### src/rtl/hazard_control_unit.sv
//==============================================================================
// Module      : hazard_control_unit
// Description : Pipeline flow control. Handles load-use bubbles, EX redirects
//               and multi-cycle mul/div stall sequencing. Optional perf
//               counters are enabled by defining HAZARD_PERF_COUNTERS_EN.
// Revision    : 1.0 - initial release
//==============================================================================
`default_nettype none

module hazard_control_unit #(
    parameter int REG_ADDR_W = 5,
    parameter int MD_LATENCY = 32,
    parameter int CNT_W      = 32
) (
    input  logic                  clk,
    input  logic                  rst,
    input  logic [REG_ADDR_W-1:0] id_rs1_i,
    input  logic [REG_ADDR_W-1:0] id_rs2_i,
    input  logic                  id_uses_rs1_i,
    input  logic                  id_uses_rs2_i,
    input  logic                  ex_valid_i,
    input  logic [REG_ADDR_W-1:0] ex_rd_i,
    input  logic                  ex_mem_read_i,
    input  logic                  ex_muldiv_i,
    input  logic                  ex_redirect_i,
    output logic                  pc_stall_o,
    output logic                  if_id_stall_o,
    output logic                  if_id_flush_o,
    output logic                  id_ex_stall_o,
    output logic                  id_ex_flush_o,
    output logic                  ex_mem_flush_o,
    output logic                  md_busy_o
`ifdef HAZARD_PERF_COUNTERS_EN
    ,
    output logic [CNT_W-1:0]      stall_cycles_o,
    output logic [CNT_W-1:0]      flush_events_o
`endif
);

    localparam int                    c_MD_CNT_W = $clog2(MD_LATENCY + 1);
    localparam logic [c_MD_CNT_W-1:0] c_MD_LOAD  = c_MD_CNT_W'(MD_LATENCY - 2);

    localparam logic [1:0] c_ST_IDLE = 2'd0;
    localparam logic [1:0] c_ST_BUSY = 2'd1;
    localparam logic [1:0] c_ST_DONE = 2'd2;

    logic [1:0]            state_q, state_d;
    logic [c_MD_CNT_W-1:0] md_cnt_q, md_cnt_d;

    logic w_lu;
    logic w_md_start;
    logic w_md_stall;
    logic w_redir;
    logic w_lu_stall;

    assign w_lu = ex_valid_i && ex_mem_read_i && (ex_rd_i != '0) &&
                  ((id_uses_rs1_i && (id_rs1_i == ex_rd_i)) ||
                   (id_uses_rs2_i && (id_rs2_i == ex_rd_i)));

    // Only IDLE may launch a sequence, so the op still sitting in EX during DONE cannot retrigger.
    assign w_md_start = (state_q == c_ST_IDLE) && ex_valid_i && ex_muldiv_i;

    always_ff @(posedge clk or posedge rst) begin
        if (rst) begin
            state_q  <= c_ST_IDLE;
            md_cnt_q <= '0;
        end else begin
            state_q  <= state_d;
            md_cnt_q <= md_cnt_d;
        end
    end

    always_comb begin
        state_d  = state_q;
        md_cnt_d = md_cnt_q;
        case (state_q)
            c_ST_IDLE: begin
                if (w_md_start) begin
                    state_d  = c_ST_BUSY;
                    md_cnt_d = c_MD_LOAD;
                end
            end
            c_ST_BUSY: begin
                if (md_cnt_q == '0) begin
                    state_d = c_ST_DONE;
                end else begin
                    md_cnt_d = md_cnt_q - 1'b1;
                end
            end
            c_ST_DONE: state_d = c_ST_IDLE;
            default:   state_d = c_ST_IDLE;
        endcase
    end

    // Mul/div stall dominates; otherwise a redirect wins over a load-use bubble.
    always_comb begin
        w_md_stall     = (state_q == c_ST_BUSY) || w_md_start;
        w_redir        = ex_valid_i && ex_redirect_i && !w_md_stall;
        w_lu_stall     = w_lu && !w_md_stall && !w_redir;
        pc_stall_o     = !rst && (w_md_stall || w_lu_stall);
        if_id_stall_o  = !rst && (w_md_stall || w_lu_stall);
        if_id_flush_o  = !rst && w_redir;
        id_ex_stall_o  = !rst && w_md_stall;
        id_ex_flush_o  = !rst && (w_redir || w_lu_stall);
        ex_mem_flush_o = !rst && w_md_stall;
        md_busy_o      = !rst && ((state_q != c_ST_IDLE) || w_md_start);
    end

`ifdef HAZARD_PERF_COUNTERS_EN
    logic [CNT_W-1:0] stall_cnt_q;
    logic [CNT_W-1:0] flush_cnt_q;

    always_ff @(posedge clk or posedge rst) begin
        if (rst) begin
            stall_cnt_q <= '0;
            flush_cnt_q <= '0;
        end else begin
            if (pc_stall_o && (stall_cnt_q != '1)) begin
                stall_cnt_q <= stall_cnt_q + 1'b1;
            end
            if (if_id_flush_o && (flush_cnt_q != '1)) begin
                flush_cnt_q <= flush_cnt_q + 1'b1;
            end
        end
    end

    assign stall_cycles_o = stall_cnt_q;
    assign flush_events_o = flush_cnt_q;
`endif

endmodule

`default_nettype wire

### config.mk
export PLATFORM = sky130hd
export DESIGN_NAME = hazard_control_unit
export DESIGN_NICKNAME = d
export VERILOG_FILES = /design/src/rtl/hazard_control_unit.sv
export SDC_FILE = /design/constraint.sdc
export NUM_CORES = 1
export LEC_CHECK = 0
export CAP_MARGIN = 20
export CORE_UTILIZATION = 25
export CTS_BUF_LIST = sky130_fd_sc_hd__clkbuf_8
export DETAILED_ROUTE_END_ITERATION = 10
export SLEW_MARGIN = 40
export SYNTH_ARGS = -nofsm -noshare
export SYNTH_HDL_FRONTEND = slang
export SYNTH_SLANG_ARGS = --single-unit
export TNS_END_PERCENT = 1
### constraint.sdc
create_clock -name clk -period 2.3 [get_ports clk]
set_clock_uncertainty 0.05 [all_clocks]
set_input_delay 0.46 -clock clk [delete_from_list [all_inputs] [get_ports clk]]
set_output_delay 0.46 -clock clk [all_outputs]
set_load 0.005 [all_outputs]
After elaboration in Yosys (flattened, before gate mapping)
Cells that the tools add are included.
{ "word_totals": {"ff_bits": 8, "latchBits": 0, "ramBits": 0, "rom_bits": 0, "input_bits": 23, "out_inout_bits": 7, "word_cells": 46, "memories": 0} }
{ "op_classes": {"addsub": 1, "multipliers": 0, "n_div": 0, "magnitude_cmp": 0, "eq_ne": 6, "shifts": 0, "mux": 6, "n_bitwise": 0, "n_reduce_logical": 31} }
{ "op_table": {"columns": ["cell", "count"], "rows": [
  ["logical AND 1 bit", 16],
  ["two-way mux 6 bit", 2],
  ["one-hot mux 6 bit (2 select lines)", 1],
  ["== test 5 bit", 2],
  ["logical NOT 6 bit", 1],
  ["inequality test 2 bit (second input constant)", 3],
  ["subtractor 6 x 1 -> 6 bit (second input constant)", 1],
  ["logical OR 1 bit", 5],
  ["nonzero test 5 bit", 1],
  ["two-way mux 2 bit", 2],
  ["one-hot mux 2 bit (2 select lines)", 1],
  ["nonzero test 2 bit", 2],
  ["logical NOT 1 bit", 3],
  ["AND reduction 3 bit", 1],
  ["== test 2 x 1 -> 1 bit (second input constant)", 1],
  ["logical NOT 2 bit", 1],
  ["AND reduction 2 bit", 1]
]} }

Depth between registers and ports, before layout
Gate-level depths: netlist of run 1.
{ "logic_depth": {"word_depth": 10, "depth_mapped": 6, "mapped_depth_nobuf": 6} }

Worst setup path after synthesis of run 1
Ideal clock, no wire load.
{ "synth_timing": {"path_type": "in2out", "startpoint": "input rst", "endpoint": "output pc_stall_o", "t_arrival_ns": 1.535, "required_time_ns": 1.790, "setup_slack_ns": 0.255, "path_stages": 5, "n_path_buf": 1, "cell_sequence": "inv_1 -> nand2_1 -> or4_1 -> o21bai_1 -> buf_4"} }
{ "synth_via": {"elab_chain_len": 2} }
{ "synth_rtl": {"columns": ["item", "line_no", "text"], "rows": [
  ["start, declared", "16", "input logic rst,"],
  ["logical NOT 1 bit", null, null],
  ["logical AND 1 bit", null, null],
  ["end, declared", "26", "output logic pc_stall_o,"]
]} }
No other way between the ends.

Final worst setup path of run 1
{ "layout_timing": {"startpoint": "input id_rs2_i[4]", "endpoint": "output if_id_stall_o"} }
{ "layout_via": {"elab_chain_len": 8} }
{ "layout_rtl": {"columns": ["item", "line_no", "text"], "rows": [
  ["start, declared", "18", "input logic [REG_ADDR_W-1:0] id_rs2_i,"],
  ["== test 5 bit", "58", "(id_uses_rs2_i && (id_rs2_i == ex_rd_i)));"],
  ["logical AND 1 bit", "58", null],
  ["logical OR 1 bit", "57", "((id_uses_rs1_i && (id_rs1_i == ex_rd_i)) ||"],
  ["logical AND 1 bit", "56", "assign w_lu = ex_valid_i && ex_mem_read_i && (ex_rd_i != '0) &&"],
  ["logical AND 1 bit (2 in series)", "99", "w_lu_stall = w_lu && !w_md_stall && !w_redir;"],
  ["logical OR 1 bit", "101", "if_id_stall_o = !rst && (w_md_stall || w_lu_stall);"],
  ["logical AND 1 bit", "101", null],
  ["end, declared", "27", "output logic if_id_stall_o,"]
]} }
No other way between the ends.

==> flow_metrics.py, run 1 <==
metrics = {
    "worst_setup_path": {
        "crit_type": "primary input to primary output",
        "critPathArrivalTime_ps": 1700,
        "startpoint_type": "primary input",
        "r2r_cells": 6,
        "cp_max_fo": 2,
        "crit_required_ps": 1790,
        "critPathCaptureType": "primary output",
    },
    "yosys": {
        "yosysTopAreaCell": "dfrtp_1",
        "synthMuxAreaShare_pct": 3.23,
        "syn_nets": 94,
        "yosys_warnings": 0,
        "postSynthAreaPerCell_sq_um": 8.99,
        "ys_ff_latch": 8,
        "ys.flop_type": "dfrtp_1",
        "synth.area.top_cells": "dfrtp_1 32%, xor2_1 14%, nor2_1 4.8%, ha_1 4.0%, mux2i_1 3.2%",
        "netlist_area_sq_um": 621,
        "yosysMostFrequentCell": "xor2_1",
        "synth_top_family_by_area": "simple AND/OR/NAND/NOR gates",
        "synth-edff-count": 0,
        "synthSimpleGateAreaFrac_pct": 25.0,
        "ys_types": 29,
        "ys_seq_area_share_pct": 32.3,
        "synth-compound-area-share_pct": 14.3,
        "synthArstFlopShare_pct": 100,
        "synth-adder-area-share_pct": 4.03,
        "synth-xor-area-share_pct": 16.9,
        "synth_common_cells": "10 x xor2_1, 8 x dfrtp_1, 8 x nor2_1, 4 x o21ai_0",
        "synth.top_cell.area_share_pct": 32.3,
        "syn_inst": 69,
    },
    "placed_design": {
        "pre_cts_ws_ps": -545,
        "io_buffers": 29,
        "dpl_cell_area_sq_um": 998,
        "detailed_place_hpwl_um": 1370,
        "gp_congestion": 0.749,
    },
    "clocking": {
        "cts_root_buf": "clkbuf_8",
        "clockBufferDepth": 2,
        "clock-sinks": 8,
        "insertion_delay_ps": 230,
        "clk_pin_slew_ps": 50,
        "cts_tree": "yes",
        "htreeDepth": 1,
        "numCtsBuffers": 3,
    },
    "timing": {
        "holdWs_ps": 317,
        "period_share_pct": 96.3,
        "slew_headroom_pct": 79.0,
        "fmax_mhz": 452,
        "max_slew.worst_pin.slew_ps": 312,
        "setup_ws_ps": 86.0,
        "hold_viol": 0,
        "drv_slew": 0,
        "period_needed_ps": 2210,
        "setup-violations-final": 0,
    },
    "global_routing": {
        "grt_pass1_wl_um": 2760,
        "grt_max_degree": 9,
        "antenna_found_initial": 0,
        "grt_usage_pct": 14.1,
        "grt_overflow": 0,
        "grt_pass1_vias": 688,
    },
    "final_layout": {
        "stdcell_area_sq_um": 1060,
        "antenna_cells": 0,
        "final_nets": 136,
        "syn_to_final_growth_pct": 71.4,
        "drive_above_1_share_pct": 22.0,
    },
    "die": {
        "rows": 17,
        "core_sq_um": 2280,
        "initial_core_util_pct": 27.3,
        "io_pins": 30,
        "die_area_sq_um": 2690,
        "die_y_um": 51.8,
        "die_w_um": 51.8,
    },
    "job": {
        "cap_violations": 0,
    },
    "route": {
        "vias": 638,
        "drt_iter0_drc": 6,
        "wl_per_cell_um": 12.5,
        "viasPerCell": 4.66,
        "first_pass_iters": 4,
        "drt.antenna.violating_nets": 0,
        "wl_um": 1710,
        "drc": 0,
    },
    "pwr": {
        "p_leak_nw": 0.531,
        "p_per_area_nw_per_um2": 746,
        "ir_drop_v": 0.000410,
    },
    "min_path": {
        "min_path_type": "primary input to asynchronous set/reset pin",
    },
    "run_status": {
        "status": "complete, no violations",
    },
}
cells in the final DEF (no fill, tap or decap), types with 2 or more instances in the layout:
cell / Yosys / layout
buf_2: 0 / 3
buf_4: 2 / 10
clkbuf_8: 0 / 3
clkdlybuf4s15_1: 0 / 2
clkdlybuf4s50_1: 0 / 7
dfrtp_1: 8 / 8
dlygate4sd2_1: 0 / 10
dlymetal6s2s_1: 0 / 7
ha_1: 2 / 2
inv_1: 3 / 3
mux2i_1: 2 / 2
nand2_1: 3 / 3
nor2_1: 8 / 7
nor3_1: 2 / 2
nor4_1: 3 / 2
o21ai_0: 4 / 3
xnor2_1: 2 / 2
xor2_1: 10 / 10
per-layer routing:
metal	wire (um)	vias to the layer above	GRT usage, %	share of wire, %
met5	0	-	0	0
met4	27	0	6.76	1.6
met3	33	4	2.63	1.9
met2	946	9	25.9	55
met1	699	300	15.3	41
li1	-	325	-	-
state kept, by name (all words and copies together) (netlist names):
name	flops
md_cnt_q	6
state_q	2
path summary, 6_finish.rpt:
kind	startpoint	endpoint	slack, ps
max in group asynchronous	rst	md_cnt_q[3]$_DFFE_PP0P_	1750
worst max-delay path	id_rs2_i[4]	if_id_stall_o	90
worst min register to register	md_cnt_q[4]$_DFFE_PP0P_	md_cnt_q[4]$_DFFE_PP0P_	440
min in group clk	md_cnt_q[4]$_DFFE_PP0P_	md_cnt_q[4]$_DFFE_PP0P_	440
worst min-delay path	rst	state_q[0]$_DFFE_PP0P_	320
worst max register to register	md_cnt_q[0]$_DFFE_PP0P_	md_cnt_q[3]$_DFFE_PP0P_	650
where the power goes:
part / leakage, nW / internal [mW] / total, mW / switching, mW
sequential: 0.0948 / 0.196 / 0.245 / 0.0487
combinational: 0.415 / 0.187 / 0.376 / 0.189
clock: 0.0216 / 0.114 / 0.172 / 0.0582
timing repair:
item | CTS | global route
endpoints found under the setup margin | 7 | 6
pin swaps | 9 | 6
hold buffers | 0 | 0
gates resized for setup | 27 | 13
setup buffers | 1 | 0
stage by stage:
stage               power [mW]  TNS, ps  instances  util (%)
finish                   0.793        0        137      46.7
global route             0.857    -40.1        137      46.7
CTS                      0.794        0        137      45.0
detailed placement       0.625    -2120        133      43.9
global placement         0.611    -2090        133      43.9
floorplan                0.464        0         69         -
logic make-up after synthesis:
group / after synthesis
xor gates and xnor gates: 12
AOI/OAI and AO/OA: 12
DFF: 8
muxes: 2
buffers and inverters: 5
adders and majority gates: 2
and+or+nand+nor: 28
worst max-delay path, stage by stage:
cell and delay (ps):
clkdlybuf4s50_1 410, xor2_1 160, nor4_2 240, a32oi_1 110, o21bai_1 190, buf_2 140
layout make-up:
| type | count | area [sq um] |
|---|---|---|
| Timing Repair Buffer | 39 | 355 |
| Fill cell | 217 | 1210 |
| Clock buffer | 3 | 41.3 |
| Sequential cell | 8 | 200 |
| Multi-Input combinational cell | 56 | 420 |
| Inverter | 3 | 11.3 |
| Tap cell | 28 | 35.0 |
(Power assumes the default switching activity.)
==> inputs of run 2 (changes only) <==
--- a/config.mk
+++ b/config.mk
@@ -6,9 +6,11 @@
 export NUM_CORES = 1
 export LEC_CHECK = 0
 export CAP_MARGIN = 20
-export CORE_UTILIZATION = 25
+export CORE_AREA = 2 2 39 41
 export CTS_BUF_LIST = sky130_fd_sc_hd__clkbuf_8
 export DETAILED_ROUTE_END_ITERATION = 10
+export DIE_AREA = 0 0 41 43
+export DONT_BUFFER_PORTS = 1
 export SLEW_MARGIN = 40
 export SYNTH_ARGS = -nofsm -noshare
 export SYNTH_HDL_FRONTEND = slang
==> flow_metrics.py, run 2 (synthesized netlist as in run 1, its figures left out) <==
metrics = {
    "timing": {
        "period_needed_ps": 2110,
        "hold_viol": 0,
        "drv_slew": 0,
        "holdWs_ps": 59.8,
        "period_share_pct": 91.6,
        "slew_headroom_pct": 78.2,
        "setup_tns_ps": 0,
        "grt_setup_unrepaired": "false",
        "max_slew.worst_pin.slew_ps": 327,
        "setup_ws_ps": 193,
        "fmax_mhz": 475,
        "setup-violations-final": 0,
    },
    "job": {
        "cap_violations": 0,
    },
    "final_layout": {
        "layout_common_cells": "10 x xor2_1, 8 x nor2_1, 8 x dfrtp_1",
        "reg_top3": "md_cnt_q x6, state_q x2",
        "syn_to_final_growth_pct": 8.67,
        "drive_above_1_share_pct": 9.86,
        "final_core_util_pct": 48.7,
        "stdcell_area_sq_um": 674,
        "instances_no_fill": 87,
        "largest_reg_flops": 6,
        "final_nets": 98,
        "antenna_cells": 0,
        "regMostFlops": "md_cnt_q",
        "final_common_cell": "xor2_1",
    },
    "clocking": {
        "cts-resized-gates": 0,
        "cts_tree": "yes",
        "numCtsBuffers": 3,
        "clk_pin_slew_ps": 40,
        "clock-sinks": 8,
        "cts_root_buf": "clkbuf_8",
        "clockBufferDepth": 2,
        "hold_buffers": 0,
        "cts_setup_buffers": 0,
        "htreeDepth": 1,
        "insertion_delay_ps": 230,
    },
    "placed_design": {
        "io_buffers": 0,
        "detailed_place_hpwl_um": 948,
        "pre_cts_ws_ps": 386,
        "gp_congestion": 0.719,
        "dpl_cell_area_sq_um": 633,
        "numPlacedInstances": 84,
    },
    "global_routing": {
        "grtUsageMet2_pct": 24.1,
        "antenna_found_initial": 0,
        "grt-busiest-layer": "met2",
        "grt_pass1_vias": 499,
        "grt_max_degree": 9,
        "grt_usage_pct": 17.1,
        "grt_overflow": 0,
        "grt_util_met3_pct": 6.28,
        "grt_pass1_wl_um": 1860,
        "globalRouteMet1Util_pct": 18.5,
    },
    "die": {
        "rows": 14,
        "die_y_um": 43,
        "core_sq_um": 1380,
        "die_w_um": 41,
        "initial_core_util_pct": 44.8,
        "die_area_sq_um": 1760,
        "io_pins": 30,
    },
    "pwr": {
        "combPwrFrac_pct": 37.5,
        "fin_total_pwr_mw": 0.668,
        "p_seq_share_pct": 37.0,
        "ir_drop_v": 0.000538,
        "intPower_mw": 0.417,
        "p_leak_nw": 0.273,
        "p_per_area_nw_per_um2": 991,
        "swShare_pct": 37.6,
        "p_sw_mw": 0.251,
        "clkPwrFrac_pct": 25.4,
    },
    "route": {
        "vias": 501,
        "first_pass_iters": 3,
        "wl_per_cell_um": 13.2,
        "wl_um": 1150,
        "viasPerCell": 5.76,
        "drt_iter0_drc": 2,
        "drt.antenna.violating_nets": 0,
        "drc": 0,
    },
    "worst_setup_path": {
        "cp_max_fo": 4,
        "crit_required_ps": 1790,
        "critPathCaptureType": "primary output",
        "r2r_cells": 6,
        "cpMaxStageDelayCell": "or4_1",
        "critPathArrivalTime_ps": 1600,
        "startpoint_type": "flop",
        "crit_type": "flop to primary output",
        "rrSetupSlack_ps": 700,
        "r2r-end": "md_cnt_q[3]$_DFFE_PP0P_",
        "cp_slowest_stage_delay_ps": 500,
        "path_cells": "nor2_1, o21ai_0, or4_1, o21bai_1",
        "r2r-start": "md_cnt_q[0]$_DFFE_PP0P_",
    },
    "min_path": {
        "min_path_type": "primary input to asynchronous set/reset pin",
    },
    "run_status": {
        "status": "complete, no violations",
    },
}
run 2: cell count changes in the layout (fill, tap and decap cells not counted), moves of 2 or more:
| cell | previous run | this run |
|---|---|---|
| clkdlybuf4s15_1 | 2 | 0 |
| clkdlybuf4s50_1 | 7 | 0 |
| dlygate4sd2_1 | 10 | 0 |
| buf_2 | 3 | 0 |
| buf_4 | 10 | 1 |
| dlymetal6s2s_1 | 7 | 0 |
run 2: how the worst max path moves through the flow:
stage | startpoint | end | slack, ps | cells past startpoint
floorplan | rst | pc_stall_o | 250 | 5
global route | state_q[0]$_DFFE_PP0P_ | if_id_stall_o | 30 | 4
detailed placement | ex_muldiv_i | if_id_stall_o | 390 | 4
CTS | state_q[0]$_DFFE_PP0P_ | if_id_stall_o | 180 | 4
finish | state_q[0]$_DFFE_PP0P_ | pc_stall_o | 190 | 4
global placement | ex_muldiv_i | pc_stall_o | 400 | 4
run 2: critical path: cells and delay by family (launching register included):
family             cells  cell delay [ps]
and+or+nand+nor        2              640
DFF                    1              400
AOI/OAI and AO/OA      2              340
run 2: power groups by stage:
stage	clock, mW	combinational (mW)	sequential, mW
global route	0.183	0.289	0.259
CTS	0.172	0.258	0.247
global placement	0	0.248	0.246
detailed placement	0	0.257	0.248
finish	0.170	0.251	0.247
floorplan	0	0.226	0.238
run 2: area by class of cell:
cell class / instances / area (sq um)
fill: 141 / 709
multi-input combinational: 56 / 394
sequential: 8 / 200
clock buffer: 3 / 41.3
tap: 16 / 20.0
inverter: 3 / 11.3
timing repair buffer: 1 / 7.51
run 2: per-layer routing:
metal,vias up,part of all wire (%)
li1,247,-
met5,-,0
met3,5,8.2
met4,0,4.0
met2,20,46
met1,229,41
